$ cat config.mk
export PLATFORM = sky130hd
export DESIGN_NAME = wb_master_engine_flat
export DESIGN_NICKNAME = d
export VERILOG_FILES = /design/src/rtl/wb_master_engine_pkg.sv /design/src/rtl/wb_master_engine_if.sv /design/src/rtl/wb_master_engine_wdt.sv /design/src/rtl/wb_master_engine.sv /design/src/flat_wrapper.sv
export SDC_FILE = /design/constraint.sdc
export NUM_CORES = 1
export LEC_CHECK = 0
export ABC_AREA = 0
export BUFFER_PORTS_ARGS = -buffer_cell sky130_fd_sc_hd__buf_2
export CAP_MARGIN = 40
export CORE_AREA = 2 2 211 213
export CTS_CLUSTER_DIAMETER = 60
export DETAILED_ROUTE_END_ITERATION = 16
export DIE_AREA = 0 0 213 215
export PLACE_DENSITY = 0.56
export SYNTH_ARGS = -nofsm -noshare
export SYNTH_HDL_FRONTEND = slang
export SYNTH_SLANG_ARGS = --single-unit
$ cat constraint.sdc
create_clock -name clk -period 4.37 [get_ports clk]
set_input_delay 0 -clock clk [delete_from_list [all_inputs] [get_ports clk]]
set_output_delay 0 -clock clk [all_outputs]
set_load 0.05 [all_outputs]
$ cat src/rtl/wb_master_engine_pkg.sv
// Shared types and bus widths for the Wishbone initiator.
package wb_master_pkg;

  localparam int WB_ADR_W = 64;
  localparam int WB_DAT_W = 64;
  localparam int WB_SEL_W = 8;
  localparam int WB_TAG_W = 16;

  typedef enum logic [1:0] {
    IDLE    = 2'd0,
    BUS     = 2'd1,
    BACKOFF = 2'd2,
    RESP    = 2'd3
  } wb_mst_state_e;

  typedef enum logic [1:0] {
    OKAY            = 2'd0,
    ERR             = 2'd1,
    RETRY_EXHAUSTED = 2'd2,
    TIMEOUT         = 2'd3
  } wb_rsp_status_e;

endpackage

$ cat src/rtl/wb_master_engine_if.sv
// Wishbone B4 classic-cycle signal bundle between one initiator and the interconnect.
interface wb_master_engine_if;
  import wb_master_pkg::*;

  logic                CYC_O;
  logic                STB_O;
  logic                WE_O;
  logic                LOCK_O;
  logic [WB_ADR_W-1:0] ADR_O;
  logic [WB_DAT_W-1:0] DAT_O;
  logic [WB_SEL_W-1:0] SEL_O;
  logic [WB_TAG_W-1:0] TGA_O;
  logic [WB_TAG_W-1:0] TGC_O;
  logic [WB_TAG_W-1:0] TGD_O;
  logic [WB_DAT_W-1:0] DAT_I;
  logic [WB_TAG_W-1:0] TGD_I;
  logic                ACK_I;
  logic                ERR_I;
  logic                RTY_I;

  modport master (
    output CYC_O, STB_O, WE_O, LOCK_O, ADR_O, DAT_O, SEL_O, TGA_O, TGC_O, TGD_O,
    input  DAT_I, TGD_I, ACK_I, ERR_I, RTY_I
  );

  modport slave (
    input  CYC_O, STB_O, WE_O, LOCK_O, ADR_O, DAT_O, SEL_O, TGA_O, TGC_O, TGD_O,
    output DAT_I, TGD_I, ACK_I, ERR_I, RTY_I
  );

endinterface

$ cat src/rtl/wb_master_engine_wdt.sv
// Wait-state and retry counters for one command; both restart on every accepted command.
module wb_master_wdt #(
  parameter int unsigned MAX_RETRY = 3,
  parameter int unsigned TIMEOUT   = 16
) (
  input  logic clk,
  input  logic rst,
  input  logic clear_i,
  input  logic tick_i,
  input  logic retry_i,
  output logic timeout_hit_o,
  output logic retry_exhausted_o
);

  localparam int WAIT_W = $clog2(TIMEOUT) + 1;
  localparam int RTY_W  = $clog2(MAX_RETRY) + 1;

  logic [WAIT_W-1:0] wait_cnt_q, wait_cnt_d;
  logic [RTY_W-1:0]  retry_cnt_q, retry_cnt_d;

  // A retry starts a fresh wait window; clear restarts both counts.
  always_comb begin
    wait_cnt_d  = wait_cnt_q;
    retry_cnt_d = retry_cnt_q;
    if (clear_i) begin
      wait_cnt_d  = '0;
      retry_cnt_d = '0;
    end else if (retry_i) begin
      wait_cnt_d  = '0;
      retry_cnt_d = retry_cnt_q + RTY_W'(1);
    end else if (tick_i) begin
      wait_cnt_d  = wait_cnt_q + WAIT_W'(1);
    end
  end

  // Counter registers.
  always_ff @(posedge clk) begin
    if (rst) begin
      wait_cnt_q  <= '0;
      retry_cnt_q <= '0;
    end else begin
      wait_cnt_q  <= wait_cnt_d;
      retry_cnt_q <= retry_cnt_d;
    end
  end

  assign timeout_hit_o     = (wait_cnt_q == WAIT_W'(TIMEOUT - 1));
  assign retry_exhausted_o = (retry_cnt_q == RTY_W'(MAX_RETRY));

endmodule

$ cat src/rtl/wb_master_engine.sv
// Single-outstanding Wishbone classic initiator with bounded retry and wait-state timeout.
module wb_master_engine
  import wb_master_pkg::*;
#(
  parameter int unsigned MAX_RETRY = 3,
  parameter int unsigned TIMEOUT   = 16
) (
  input  logic                clk,
  input  logic                rst,
  input  logic                cmd_valid,
  output logic                cmd_ready,
  input  logic                cmd_we,
  input  logic [WB_ADR_W-1:0] cmd_adr,
  input  logic [WB_DAT_W-1:0] cmd_dat,
  input  logic [WB_SEL_W-1:0] cmd_sel,
  input  logic [WB_TAG_W-1:0] cmd_tga,
  input  logic [WB_TAG_W-1:0] cmd_tgc,
  input  logic [WB_TAG_W-1:0] cmd_tgd,
  input  logic                cmd_lock,
  output logic                rsp_valid,
  input  logic                rsp_ready,
  output logic [WB_DAT_W-1:0] rsp_dat,
  output logic [WB_TAG_W-1:0] rsp_tgd,
  output logic [1:0]          rsp_status,
  wb_master_engine_if.master  wb
);

  wb_mst_state_e       state_q;
  logic                cmd_ready_q, rsp_valid_q;
  logic                cyc_q, stb_q, we_q, lock_q;
  logic [WB_ADR_W-1:0] adr_q;
  logic [WB_DAT_W-1:0] dat_q, rsp_dat_q;
  logic [WB_SEL_W-1:0] sel_q;
  logic [WB_TAG_W-1:0] tga_q, tgc_q, tgd_q, rsp_tgd_q;
  wb_rsp_status_e      rsp_status_q, rsp_status_d;

  logic accept, in_bus, any_term, term_err, term_rty, term_ack;
  logic timeout_hit, retry_exhausted, bus_done;

  assign accept   = (state_q == IDLE) && cmd_valid && cmd_ready_q;
  assign in_bus   = (state_q == BUS);
  assign any_term = wb.ERR_I || wb.RTY_I || wb.ACK_I;
  assign term_err = wb.ERR_I;
  assign term_rty = wb.RTY_I && !wb.ERR_I;
  assign term_ack = wb.ACK_I && !wb.RTY_I && !wb.ERR_I;
  // A termination on the last wait cycle wins over the timeout.
  assign bus_done = term_err || term_ack || (term_rty && retry_exhausted) ||
                    (!any_term && timeout_hit);

  wb_master_wdt #(
    .MAX_RETRY (MAX_RETRY),
    .TIMEOUT   (TIMEOUT)
  ) u_wdt (
    .clk               (clk),
    .rst               (rst),
    .clear_i           (accept),
    .tick_i            (in_bus && !any_term && !timeout_hit),
    .retry_i           (in_bus && term_rty && !retry_exhausted),
    .timeout_hit_o     (timeout_hit),
    .retry_exhausted_o (retry_exhausted)
  );

  // Status reported when the current bus attempt ends the command.
  always_comb begin
    rsp_status_d = OKAY;
    if (term_err)      rsp_status_d = ERR;
    else if (term_rty) rsp_status_d = RETRY_EXHAUSTED;
    else if (term_ack) rsp_status_d = OKAY;
    else               rsp_status_d = wb_master_pkg::TIMEOUT;
  end

  // Command capture, bus-cycle sequencing and response hold.
  always_ff @(posedge clk) begin
    if (rst) begin
      state_q      <= IDLE;
      cmd_ready_q  <= 1'b0;
      rsp_valid_q  <= 1'b0;
      cyc_q        <= 1'b0;
      stb_q        <= 1'b0;
      we_q         <= 1'b0;
      lock_q       <= 1'b0;
      adr_q        <= '0;
      dat_q        <= '0;
      sel_q        <= '0;
      tga_q        <= '0;
      tgc_q        <= '0;
      tgd_q        <= '0;
      rsp_dat_q    <= '0;
      rsp_tgd_q    <= '0;
      rsp_status_q <= OKAY;
    end else begin
      case (state_q)
        IDLE: begin
          cmd_ready_q <= 1'b1;
          if (accept) begin
            cmd_ready_q  <= 1'b0;
            cyc_q        <= 1'b1;
            stb_q        <= 1'b1;
            lock_q       <= cmd_lock;
            we_q         <= cmd_we;
            adr_q        <= cmd_adr;
            dat_q        <= cmd_dat;
            sel_q        <= cmd_sel;
            tga_q        <= cmd_tga;
            tgc_q        <= cmd_tgc;
            tgd_q        <= cmd_tgd;
            rsp_dat_q    <= '0;
            rsp_tgd_q    <= '0;
            rsp_status_q <= OKAY;
            state_q      <= BUS;
          end
        end
        BUS: begin
          if (bus_done) begin
            cyc_q        <= 1'b0;
            stb_q        <= 1'b0;
            lock_q       <= 1'b0;
            rsp_valid_q  <= 1'b1;
            rsp_status_q <= rsp_status_d;
            if (term_ack) begin
              if (!we_q) rsp_dat_q <= wb.DAT_I;
              rsp_tgd_q <= wb.TGD_I;
            end
            state_q <= RESP;
          end else if (term_rty) begin
            stb_q   <= 1'b0;
            cyc_q   <= lock_q;
            state_q <= BACKOFF;
          end
        end
        BACKOFF: begin
          cyc_q   <= 1'b1;
          stb_q   <= 1'b1;
          state_q <= BUS;
        end
        RESP: begin
          if (rsp_ready) begin
            rsp_valid_q <= 1'b0;
            cmd_ready_q <= 1'b1;
            state_q     <= IDLE;
          end
        end
        default: state_q <= IDLE;
      endcase
    end
  end

  assign cmd_ready  = cmd_ready_q;
  assign rsp_valid  = rsp_valid_q;
  assign rsp_dat    = rsp_dat_q;
  assign rsp_tgd    = rsp_tgd_q;
  assign rsp_status = rsp_status_q;

  assign wb.CYC_O  = cyc_q;
  assign wb.STB_O  = stb_q;
  assign wb.WE_O   = we_q;
  assign wb.LOCK_O = lock_q;
  assign wb.ADR_O  = adr_q;
  assign wb.DAT_O  = dat_q;
  assign wb.SEL_O  = sel_q;
  assign wb.TGA_O  = tga_q;
  assign wb.TGC_O  = tgc_q;
  assign wb.TGD_O  = tgd_q;

endmodule

$ cat src/flat_wrapper.sv
// flat-port wrapper written by rule: the top's interface ports become plain ports
module wb_master_engine_flat import wb_master_pkg::*;
#(
  parameter int unsigned MAX_RETRY = 3,
  parameter int unsigned TIMEOUT   = 16
)
  (clk, rst, cmd_valid, cmd_ready, cmd_we, cmd_adr, cmd_dat, cmd_sel, cmd_tga, cmd_tgc, cmd_tgd, cmd_lock, rsp_valid, rsp_ready, rsp_dat, rsp_tgd, rsp_status, wb_CYC_O, wb_STB_O, wb_WE_O, wb_LOCK_O, wb_ADR_O, wb_DAT_O, wb_SEL_O, wb_TGA_O, wb_TGC_O, wb_TGD_O, wb_DAT_I, wb_TGD_I, wb_ACK_I, wb_ERR_I, wb_RTY_I);
  wb_master_engine_if wb_i ();
  input  logic clk;
  input  logic rst;
  input  logic cmd_valid;
  output logic cmd_ready;
  input  logic cmd_we;
  input  logic [WB_ADR_W-1:0] cmd_adr;
  input  logic [WB_DAT_W-1:0] cmd_dat;
  input  logic [WB_SEL_W-1:0] cmd_sel;
  input  logic [WB_TAG_W-1:0] cmd_tga;
  input  logic [WB_TAG_W-1:0] cmd_tgc;
  input  logic [WB_TAG_W-1:0] cmd_tgd;
  input  logic cmd_lock;
  output logic rsp_valid;
  input  logic rsp_ready;
  output logic [WB_DAT_W-1:0] rsp_dat;
  output logic [WB_TAG_W-1:0] rsp_tgd;
  output logic [1:0] rsp_status;
  output wire logic [$bits(wb_i.CYC_O)-1:0] wb_CYC_O;
  output wire logic [$bits(wb_i.STB_O)-1:0] wb_STB_O;
  output wire logic [$bits(wb_i.WE_O)-1:0] wb_WE_O;
  output wire logic [$bits(wb_i.LOCK_O)-1:0] wb_LOCK_O;
  output wire logic [$bits(wb_i.ADR_O)-1:0] wb_ADR_O;
  output wire logic [$bits(wb_i.DAT_O)-1:0] wb_DAT_O;
  output wire logic [$bits(wb_i.SEL_O)-1:0] wb_SEL_O;
  output wire logic [$bits(wb_i.TGA_O)-1:0] wb_TGA_O;
  output wire logic [$bits(wb_i.TGC_O)-1:0] wb_TGC_O;
  output wire logic [$bits(wb_i.TGD_O)-1:0] wb_TGD_O;
  input wire logic [$bits(wb_i.DAT_I)-1:0] wb_DAT_I;
  input wire logic [$bits(wb_i.TGD_I)-1:0] wb_TGD_I;
  input wire logic [$bits(wb_i.ACK_I)-1:0] wb_ACK_I;
  input wire logic [$bits(wb_i.ERR_I)-1:0] wb_ERR_I;
  input wire logic [$bits(wb_i.RTY_I)-1:0] wb_RTY_I;
  assign wb_CYC_O = wb_i.CYC_O;
  assign wb_STB_O = wb_i.STB_O;
  assign wb_WE_O = wb_i.WE_O;
  assign wb_LOCK_O = wb_i.LOCK_O;
  assign wb_ADR_O = wb_i.ADR_O;
  assign wb_DAT_O = wb_i.DAT_O;
  assign wb_SEL_O = wb_i.SEL_O;
  assign wb_TGA_O = wb_i.TGA_O;
  assign wb_TGC_O = wb_i.TGC_O;
  assign wb_TGD_O = wb_i.TGD_O;
  assign wb_i.DAT_I = wb_DAT_I;
  assign wb_i.TGD_I = wb_TGD_I;
  assign wb_i.ACK_I = wb_ACK_I;
  assign wb_i.ERR_I = wb_ERR_I;
  assign wb_i.RTY_I = wb_RTY_I;
  wb_master_engine #(.MAX_RETRY(MAX_RETRY), .TIMEOUT(TIMEOUT)) u_core (.clk(clk), .rst(rst), .cmd_valid(cmd_valid), .cmd_ready(cmd_ready), .cmd_we(cmd_we), .cmd_adr(cmd_adr), .cmd_dat(cmd_dat), .cmd_sel(cmd_sel), .cmd_tga(cmd_tga), .cmd_tgc(cmd_tgc), .cmd_tgd(cmd_tgd), .cmd_lock(cmd_lock), .rsp_valid(rsp_valid), .rsp_ready(rsp_ready), .rsp_dat(rsp_dat), .rsp_tgd(rsp_tgd), .rsp_status(rsp_status), .wb(wb_i));
endmodule
==> impl_metrics.csv <==
group,metric,value,unit
synth,yosys.area.top_type,"dfxtp_1",
synth,ys_types,37,
critical_path,critPathKind,"flip-flop to flip-flop",
die,die_h,215,um
global_route,overflow,0,
sta,fin_crit,2430,ps
critical_path,arrival,2890,ps
sta,tightest_slew,1000,ps
worst_hold_path,holdCritStartpoint,"cmd_dat[6]",
synth,yosysMostFrequentCell,"nand2_1",
worst_hold_path,hold_path.class,"input port to flip-flop",
route,drt-wirelength-per-cell,15.5,um
critical_path,crit_required,4840,ps
clocking,cts_tree,"done",
global_route,grt_max_degree,188,
route,num_vias,12151,
critical_path,path_buf_inv,2,
clocking,htree_levels,2,
sta,rsz0062_at_grt,"no",
critical_path,reg2regPathDepth,5,
global_route,grt_pass1_vias,12012,
route,drt-total-wl,41.2,mm
worst_hold_path,hold_end,"u_core.wb.DAT_O[6]",
critical_path,path_delay_family,"buffers and inverters",
critical_path,crit_cells,5,
placement,port-buffer-count,544,
final_layout,fillers,4322,
die,rows,77,
clocking,post_cts_buffers,0,
critical_path,crit_chain,"nor4bb_4 > buf_12 > nand2_1 > a21oi_1 > dlygate4sd3_1",
sta,hold_viol,0,
clocking,clk_latency,530,ps
sta,fin_skew,9.73,ps
critical_path,r2r_slack,1940,ps
critical_path,crit_fanout,187,
pwr,leakage,7.70,nW
sta,setup_viol,0,
clocking,ctsResizeCount,0,
sta,layout_worst_path_cycle_share,0.555,
flow_run,drv_cap,0,
placement,placed_area,13600,um^2
synth,syn_avg_cell_area,8.13,um^2
sta,finalMaxSlewViolations,0,
critical_path,r2r-start,"u_core.state_q[1]",
final_layout,drive_gt1_frac,0.304,
critical_path,cp-end-kind,"flip-flop",
route,drt_iter0_markers,766,
pwr,peakVddDrop,330,uV
die,initial_core_util,0.237,
sta,slew_headroom,0.331,
die,dieWidth,213,um
synth,synthTopCellsByArea,"dfxtp_1 55%, nand2_1 15%, a21oi_1 13%",
die,placeableCoreArea,43600,um^2
critical_path,r2r-end,"u_core.wb.TGA_O[3]",
synth,synthCells,1273,
route,firstDrtPassIters,5,
synth,synth_top_area_frac,0.545,
clocking,clk_pin_slew,60,ps
synth,ys_top_cells_by_count,"406 x nand2_1, 282 x dfxtp_1, 260 x a21oi_1",
final_layout,area_growth,70.5,%
synth,async_reset_ff_frac,0,
final_layout,final_area,17600,um^2
critical_path,start_kind,"flip-flop",
final_layout,nNetsFinal,2311,
global_route,grt_util_all_layers,0.172,
clocking,cts_made_buffers,39,
critical_path,cpPeakStageDelay,570,ps
die,die_area,45800,um^2
placement,globalplace.congestion,0.914,
global_route,grt_pass1_wl,63.5,mm
synth,syn_area,10300,um^2
synth,syn-num-nets,1550,
route,drc,0,
route,viasPerCell,4.58,
clocking,clk_path_buf_depth,3,
outcome,status,"completed",
synth,synth-edff-count,0,
clocking,cts.root.buffer_cell,"clkbuf_16",
die,io_pins,545,
global_route,antenna_found_initial,1,
placement,dp_hpwl,25.7,mm
route,detail-route-antenna-nets,0,
sta,clock.fmax,412,MHz
pwr,powerDensity,416,nW/um^2
synth,synth_flop_cell,"dfxtp_1",
critical_path,slowest_stage,"buf_12",
synth,yosysWarnings,0,
sta,tns,0,ps
synth,synth-seq-cells,282,
clocking,clkSinkCount,282,
worst_hold_path,whs_path_depth,4,
synth,synth_seq_area_share,0.545,
-- metrics by stage --
step / hold WS, ps / util / power [mW] / std cells / setup WS (ps)
after floorplan: 114 / - / 3.60 / 1273 / 2310
after detailed placement: 245 / 0.311 / 3.99 / 2309 / 2150
after global placement: 240 / 0.310 / 3.96 / 2306 / 2080
final: 253 / 0.404 / 7.34 / 2653 / 1940
after CTS: 204 / 0.404 / 7.43 / 2652 / 1860
after global routing: 238 / 0.404 / 7.63 / 2652 / 1710
-- flip-flops by register name (all words and copies together), names as in the netlist, 2 cells and up --
register and cells:
u_core.rsp_status 2, u_core.wb.TGC_O 16, u_core.wb.TGD_O 16, u_core.wb.ADR_O 64
u_core.wb.SEL_O 8, u_core.rsp_dat 64, u_core.wb.DAT_O 64, u_core.rsp_tgd 16
u_core.state_q 2, u_core.u_wdt.wait_cnt_q 5, u_core.u_wdt.retry_cnt_q 3, u_core.wb.TGA_O 16
-- power by group --
part / leakage, nW / internal, mW / switching [mW]
clock: 0.635 / 2.03 / 1.18
combinational: 4.78 / 0.457 / 0.915
sequential: 2.29 / 2.70 / 0.0708
total: 7.70 / 5.18 / 2.16
-- layer usage --
| layer | vias to the layer above | share of wire | track usage |
|---|---|---|---|
| met4 | 0 | 0.055 | 0.0986 |
| met3 | 152 | 0.066 | 0.0381 |
| met2 | 528 | 0.47 | 0.284 |
| met5 | - | 0 | 0 |
| li1 | 5830 | - | - |
| met1 | 5641 | 0.41 | 0.203 |
-- worst register-to-register path, stage by stage, from the launching register on --
cell and delay [ps]:
dfxtp_1 470, nor4bb_4 440, buf_12 570, nand2_1 180
a21oi_1 150, dlygate4sd3_1 560
-- final cells by class --
class,instances,area [um^2],area share
repair buffers,834,5650,0.320
flip-flops and latches,282,5650,0.320
multi-input cells,870,4270,0.242
clock buffers,58,1170,0.0663
well taps,592,741,0.0420
clock inverters,9,139,0.00787
inverters,7,26.3,0.00149
diodes,1,2.50,0.000142
-- placed cells by master, fill, tap and decap left out, types with 2 or more instances in the layout --
cell type | synthesis | routed
a21oi_1 | 260 | 260
a21oi_2 | 2 | 2
a311oi_1 | 2 | 2
buf_12 | 0 | 4
buf_2 | 16 | 543
buf_4 | 0 | 9
bufinv_16 | 0 | 3
clkbuf_1 | 89 | 9
clkbuf_16 | 0 | 41
clkbuf_8 | 0 | 9
clkinvlp_4 | 0 | 2
dfxtp_1 | 282 | 282
dlygate4sd3_1 | 0 | 276
ha_1 | 4 | 4
inv_1 | 7 | 7
inv_6 | 0 | 2
mux2i_1 | 18 | 18
nand2_1 | 406 | 406
nand2b_1 | 2 | 2
nand3_1 | 70 | 70
nor2_1 | 6 | 6
nor3b_2 | 1 | 3
o211ai_1 | 66 | 66
o21ai_0 | 6 | 6
o31ai_1 | 2 | 2
or3_1 | 2 | 2
or3b_2 | 3 | 3
or4_1 | 2 | 2
-- repair_timing --
item,4_1_cts,5_1_grt
hold buffers,276,0
endpoints found under the hold margin,277,0
endpoints found under the setup margin,0,0
-- cell families (layout without fill, tap and decap cells) --
logic type               after synthesis  after routing  synth area share
other                                  0              1                 0
multiplexers                          18             18            0.0174
AND/OR/NAND/NOR                      503            503             0.199
flip-flops                           282            282             0.545
adder cells (fa/ha/maj)                4              4           0.00484
AO/OA/AOI/OAI                        345            345             0.187
buffers and inverters                121            908            0.0458
-- worst max path at each step --
stage	to	from	slack, ps
2_1_floorplan	u_core.u_wdt.wait_cnt_q[3]	u_core.u_wdt.wait_cnt_q[0]	2310
5_1_grt	u_core.wb.TGA_O[3]	u_core.state_q[1]	1710
4_1_cts	u_core.wb.TGA_O[3]	u_core.state_q[1]	1860
3_5_place_dp	u_core.u_wdt.wait_cnt_q[3]	u_core.u_wdt.wait_cnt_q[0]	2150
3_3_place_gp	u_core.wb.TGD_O[10]	u_core.state_q[1]	2080
6_report	u_core.wb.TGA_O[3]	u_core.state_q[1]	1940
No activity file was read; power rests on OpenSTA's default activity.
